## src/rtl/ovf_dr_pkg.sv

```systemverilog
// Shared dual-rail encodings, opcodes and helpers for the overflow detector.
package ovf_dr_pkg;

  typedef logic [1:0] dr_t;

  localparam dr_t DR_NULL = 2'b00;
  localparam dr_t DR_F    = 2'b01;
  localparam dr_t DR_T    = 2'b10;
  localparam dr_t DR_INV  = 2'b11;

  localparam logic [1:0] OP_ADD = 2'b00;
  localparam logic [1:0] OP_SUB = 2'b01;

  // Per-lane decode result carried from the lane checker to the top.
  typedef struct packed {
    logic ovf;
    logic err;
  } lane_res_t;

  // True for a legal data codeword (TRUE or FALSE).
  function automatic logic dr_valid(input dr_t x);
    return (x == DR_T) || (x == DR_F);
  endfunction

  // Single-rail value of a legal codeword.
  function automatic logic dr_bit(input dr_t x);
    return x == DR_T;
  endfunction

endpackage

```

## src/rtl/ovf_lane_dr.sv

```systemverilog
// Combinational signed-overflow and coding check for one ALU lane (MSBs only).
module ovf_lane_dr
  import ovf_dr_pkg::*;
(
  input  dr_t       a,
  input  dr_t       b,
  input  dr_t       res,
  input  logic      op_en,
  input  logic      op_sub,
  output lane_res_t res_c
);

  logic a_b;
  logic b_b;
  logic r_b;
  logic lane_err;

  // Lane is only trusted when all three pairs carry legal codewords.
  always_comb begin
    lane_err  = !dr_valid(a) || !dr_valid(b) || !dr_valid(res);
    a_b       = dr_bit(a);
    b_b       = dr_bit(b);
    r_b       = dr_bit(res);
    res_c.err = lane_err;
    res_c.ovf = op_en && !lane_err && (r_b != a_b) &&
                (op_sub ? (a_b != b_b) : (a_b == b_b));
  end

endmodule

```

## src/rtl/ovf_detector_dr.sv

```systemverilog
// Multi-lane dual-rail overflow detector with valid/ready output register,
// sticky overflow flag and optional saturating event counter (OVF_COUNT_EN).
module ovf_detector_dr
  import ovf_dr_pkg::*;
#(
  parameter int unsigned CH    = 4,
  parameter int unsigned CNT_W = 8
) (
  input  logic              clk,
  input  logic              rst_n,
  input  logic              in_valid,
  output logic              in_ready,
  input  logic [2*CH-1:0]   a_dr,
  input  logic [2*CH-1:0]   b_dr,
  input  logic [2*CH-1:0]   res_dr,
  input  logic [1:0]        sel0_dr,
  input  logic [1:0]        sel1_dr,
  output logic              out_valid,
  input  logic              out_ready,
  output logic [2*CH-1:0]   ovf_dr,
  output logic              ovf_any,
  output logic [CH:0]       code_err,
  input  logic              clr_sticky,
  output logic              ovf_sticky,
  output logic [CNT_W-1:0]  ovf_cnt
);

  logic            accept;
  logic            op_err;
  logic [1:0]      opcode;
  logic            op_en;
  logic            op_sub;
  logic [CH-1:0]   lane_ovf;
  logic [CH-1:0]   lane_err;
  lane_res_t       lane_res [CH];

  logic            out_valid_q, out_valid_d;
  logic [2*CH-1:0] ovf_dr_q, ovf_dr_d;
  logic            ovf_any_q, ovf_any_d;
  logic [CH:0]     code_err_q, code_err_d;
  logic            sticky_q, sticky_d;

  // Opcode decode; an illegal opcode pair disables every lane.
  always_comb begin
    op_err = !dr_valid(sel0_dr) || !dr_valid(sel1_dr);
    opcode = {dr_bit(sel1_dr), dr_bit(sel0_dr)};
    op_en  = !op_err && ((opcode == OP_ADD) || (opcode == OP_SUB));
    op_sub = (opcode == OP_SUB);
  end

  for (genvar i = 0; i < CH; i++) begin : g_lane
    ovf_lane_dr u_lane (
      .a      (dr_t'(a_dr[2*i +: 2])),
      .b      (dr_t'(b_dr[2*i +: 2])),
      .res    (dr_t'(res_dr[2*i +: 2])),
      .op_en  (op_en),
      .op_sub (op_sub),
      .res_c  (lane_res[i])
    );
    assign lane_ovf[i] = lane_res[i].ovf;
    assign lane_err[i] = lane_res[i].err;
  end

  assign in_ready = !out_valid_q || out_ready;
  assign accept   = in_valid && in_ready;

  // Output register next state: load on accept, drop to NULL when drained.
  always_comb begin
    out_valid_d = out_valid_q;
    ovf_dr_d    = ovf_dr_q;
    ovf_any_d   = ovf_any_q;
    code_err_d  = code_err_q;
    sticky_d    = sticky_q;
    if (accept) begin
      out_valid_d = 1'b1;
      for (int i = 0; i < CH; i++) begin
        ovf_dr_d[2*i +: 2] = lane_ovf[i] ? DR_T : DR_F;
      end
      ovf_any_d  = |lane_ovf;
      code_err_d = {op_err, lane_err};
    end else if (out_ready) begin
      out_valid_d = 1'b0;
      ovf_dr_d    = {CH{DR_NULL}};
      ovf_any_d   = 1'b0;
      code_err_d  = '0;
    end
    if (accept && (|lane_ovf)) begin
      sticky_d = 1'b1;
    end else if (clr_sticky) begin
      sticky_d = 1'b0;
    end
  end

  // Output and sticky registers.
  always_ff @(posedge clk or negedge rst_n) begin
    if (!rst_n) begin
      out_valid_q <= 1'b0;
      ovf_dr_q    <= {CH{DR_NULL}};
      ovf_any_q   <= 1'b0;
      code_err_q  <= '0;
      sticky_q    <= 1'b0;
    end else begin
      out_valid_q <= out_valid_d;
      ovf_dr_q    <= ovf_dr_d;
      ovf_any_q   <= ovf_any_d;
      code_err_q  <= code_err_d;
      sticky_q    <= sticky_d;
    end
  end

  assign out_valid  = out_valid_q;
  assign ovf_dr     = ovf_dr_q;
  assign ovf_any    = ovf_any_q;
  assign code_err   = code_err_q;
  assign ovf_sticky = sticky_q;

`ifdef OVF_COUNT_EN
  localparam int unsigned PC_W  = $clog2(CH + 1);
  localparam int unsigned SUM_W = ((CNT_W > PC_W) ? CNT_W : PC_W) + 1;

  logic [CNT_W-1:0] cnt_q, cnt_d;
  logic [PC_W-1:0]  pc;
  logic [SUM_W-1:0] sum;

  // Saturating count of overflowing lanes; an increment beats a clear.
  always_comb begin
    pc = '0;
    for (int i = 0; i < CH; i++) begin
      pc = pc + PC_W'(lane_ovf[i]);
    end
    sum   = SUM_W'(cnt_q) + SUM_W'(pc);
    cnt_d = cnt_q;
    if (accept && (pc != '0)) begin
      cnt_d = (sum > SUM_W'({CNT_W{1'b1}})) ? {CNT_W{1'b1}} : CNT_W'(sum);
    end else if (clr_sticky) begin
      cnt_d = '0;
    end
  end

  // Counter register.
  always_ff @(posedge clk or negedge rst_n) begin
    if (!rst_n) begin
      cnt_q <= '0;
    end else begin
      cnt_q <= cnt_d;
    end
  end

  assign ovf_cnt = cnt_q;
`else
  assign ovf_cnt = '0;
`endif

endmodule

```

## config.mk

```make
export PLATFORM = sky130hd
export DESIGN_NAME = ovf_detector_dr
export DESIGN_NICKNAME = d
export VERILOG_FILES = /design/src/rtl/ovf_dr_pkg.sv /design/src/rtl/ovf_lane_dr.sv /design/src/rtl/ovf_detector_dr.sv
export SDC_FILE = /design/constraint.sdc
export NUM_CORES = 1
export LEC_CHECK = 0
export ABC_AREA = 1
export BUFFER_PORTS_ARGS = -buffer_cell sky130_fd_sc_hd__buf_4
export CAP_MARGIN = 15
export CELL_PAD_IN_SITES_DETAIL_PLACEMENT = 2
export CELL_PAD_IN_SITES_GLOBAL_PLACEMENT = 2
export CORE_ASPECT_RATIO = 1.25
export CORE_MARGIN = 1.5
export CORE_UTILIZATION = 22
export DETAILED_ROUTE_END_ITERATION = 10
export GPL_TIMING_DRIVEN = 0
export PLACE_DENSITY = 0.81
export REMOVE_ABC_BUFFERS = 1
export SYNTH_ARGS = -nofsm -noshare
export SYNTH_HDL_FRONTEND = slang
export SYNTH_HIERARCHICAL = 1
export SYNTH_SLANG_ARGS = --single-unit
export TNS_END_PERCENT = 50
```

## constraint.sdc

```tcl
create_clock -name clk -period 0.85 [get_ports clk]
set_input_delay 0.0425 -clock clk [delete_from_list [all_inputs] [get_ports clk]]
set_output_delay 0.0425 -clock clk [all_outputs]
set_load 0.05 [all_outputs]
```

==> impl_results.md <==
- Unrepaired setup endpoints after global routing: yes
- Synth warn: 6
- Status: finished with violations
- Antenna violations before repair: 0
- Sequential area share after synthesis: 0.298
- Req. time, crit path: 1030 ps
- TNS Setup: -4480 ps
- CP peak stage delay: 260 ps
- Hold WC Path Type: in -> reg
- Max cap viols: 0
- Worst r2r src: out_valid
- Worst skew pair latency: 240 ps
- Htree depth: 1
- Worst setup path category: in -> reg
- Share of layout cells above drive strength 1: 0.405
- Static leakage: 0.00114 uW
- Startpoint types: input pin
- Synth cell types: 14
- Hold Path Origin: clr_sticky
- Core region area: 5860 um2
- Chip width: 72.9 um
- Number of global-route vias before repair: 1457
- Cell taking the most area after synthesis: dfrtp_1
- Pwr dens: 1200 nW/um2
- Count of clock tree sinks: 16
- Tot GR Track Use: 0.126
- Rows: 31
- CP cell instances: buf_6 -> inv_4 -> ha_4 -> or2_4 -> nor2_4 -> inv_2 -> nor2_2 -> nand3_2 -> nor2_4 -> nor2_1 -> nand2_1 -> nand2_2 -> nand2_1
- DR iter-0 viols: 28
- Setup Skew: 3.42 ps
- Antenna-violating nets left: 0
- Vias per cell: 3.91
- Mapped Avg Cell Area: between 6 and 7 um2
- Nets: 306
- 1st-pass router iterations: 2
- Initial Util: 0.229
- Antenna diode count: 0
- Worst path slowest cell: or2_4
- Residual DRC: 0
- Root buf cell: clkbuf_8
- Detailed-route via count: 1325
- Arrival time worst endpoint: 1440 ps
- Die area: 6590 um2
- Clk slew on worst S/H paths: 60 ps
- #FFs+latches synth: 16
- Largest net degree at the start of global routing: 17
- Cells after Synth: 202
- Worst VDD drop: 0.000417 V
- Routed WL: approximately 3800 um
- First-pass GRT wire length: 6550 um
- Min Hold Slack: 31.4 ps
- Port buffer count: between 40 and 50
- TritonCTS buffer count: 3
- RD Place Congestion: between 0.6 and 0.7
- WL/cell: 11.2 um
- Min Tclk post-route: 1260 ps
- CTS tree: yes
- Setup violators final: 20
- Worst slack at placement: -1200 ps
- Critical Path Start: sel1_dr[0]
- Area growth, synth to finish: 54.7%
- Fin crit share: 1.48
- Crit Path Max Fanout: 4
- Ports: 58
- Clk buf depth: 2
- Mapped Area: ~1300 um2
- Fmax: roughly 0.79 GHz
- Failing checks: setup timing
- Area fraction of the dominant cell type after synthesis: 0.298
- Detailed placer's ending HPWL: 2930 um
- Largest cells by area after synthesis: dfrtp_1 (30%), nand2_1 (21%), inv_1 (13%), ha_1 (13%), buf_4 (6.7%)
- Fin. Hold Viols: 0
- Setup crit end kind: flip-flop
- GR Overflow Total: 0
- Pins over their slew limit: 0
- Setup ws final: -410 ps
- Die height: 90.4 um
[per-stage QoR]
stage	cell area [um2]	power, uW	std cells	utilization
2_1_floorplan	1260	1450	195	-
3_3_place_gp	1730	1750	326	0.295
3_5_place_dp	1730	1780	326	0.295
4_1_cts	2020	2510	338	0.345
5_1_grt	2080	2680	339	0.355
6_report	2080	2500	339	0.355
[critical path: cells and delay by family]
kind | cells | cell delay [ps]
AND/OR/NAND/NOR | 9 | 1010
buffers and inverters | 3 | 190
adder cells (fa/ha/maj) | 1 | 180
[synthesized netlist by cell type, drive strengths merged]
master  count
or2         1
conb        1
a21oi       2
nand2      75
ha         14
nand3       8
dfrtp      16
buf        14
inv        51
nor2       20
[repair_timing]
action / in CTS / in global routing
pin swaps: 32 / 11
resized for setup: 47 / 19
buffers inserted: 8 / 1
hold buffers: 1 / 0
setup endpoints to repair: 32 / 33
hold endpoints to repair: 16 / 0
[per-layer routing]
metal / share of wire / up-vias / global-route usage
met4: 0.0090 / 0 / 0.0425
met2: 0.60 / 38 / 0.253
met5: 0 / - / 0
met1: 0.36 / 617 / 0.135
li1: - / 668 / -
met3: 0.030 / 2 / 0.00223
[logic make-up (layout without fill, tap and decap cells)]
logic type | Yosys count | after routing | share of synthesized area
other | 1 | 8 | 0.00279
and+or+nand+nor | 104 | 104 | 0.318
adders and majority gates | 14 | 14 | 0.130
buffers and inverters | 65 | 113 | 0.226
AOI/OAI and AO/OA | 2 | 2 | 0.0242
DFF | 16 | 16 | 0.298
[registers in the layout, indices dropped and copies added (netlist names)]
| name | cells |
|---|---|
| code_err | 5 |
| ovf_dr | 8 |
| out_valid | 1 |
| ovf_sticky | 1 |
| ovf_any | 1 |
[path summary, 6_finish.rpt]
kind                               to  slack, ps  cells after the start
max in group asynchronous   out_valid        400                      2
min in group asynchronous   ovf_dr[0]        250                      2
hold / removal             ovf_sticky         30                      4
setup / recovery           ovf_sticky       -410                     13
hold reg to reg             ovf_dr[7]        500                      2
setup reg to reg            ovf_dr[1]       -160                      4
[power breakdown]
part	switching, uW	internal [uW]	total [uW]
sequential	56.3	820	877
combinational	655	420	1080
clock	239	313	552
[placed cells by master (no fill, tap or decap)]
cell type | synthesis | final
buf_6 | 2 | 23
inv_1 | 47 | 41
dlygate4sd3_1 | 0 | 1
nor2_4 | 3 | 8
nand3_1 | 8 | 6
clkbuf_8 | 0 | 3
conb_1 | 1 | 8
inv_4 | 0 | 2
nor2_1 | 16 | 9
a21oi_4 | 2 | 2
inv_2 | 4 | 8
dfrtp_2 | 0 | 1
buf_8 | 0 | 1
ha_1 | 14 | 12
dfrtp_1 | 16 | 15
or2_4 | 0 | 1
buf_4 | 12 | 33
nand2_4 | 0 | 1
nand2_1 | 75 | 61
nand2_2 | 0 | 13
buf_12 | 0 | 1
nand3_2 | 0 | 2
ha_4 | 0 | 2
nor2_2 | 1 | 3
[layout make-up]
class	instances	area, um2
inverters	51	196
flip-flops and latches	16	402
fillers	681	3780
repair buffers	59	552
multi-input cells	128	786
clock buffers	3	41.3
well taps	82	103
Power figures use the tool's default switching activity.
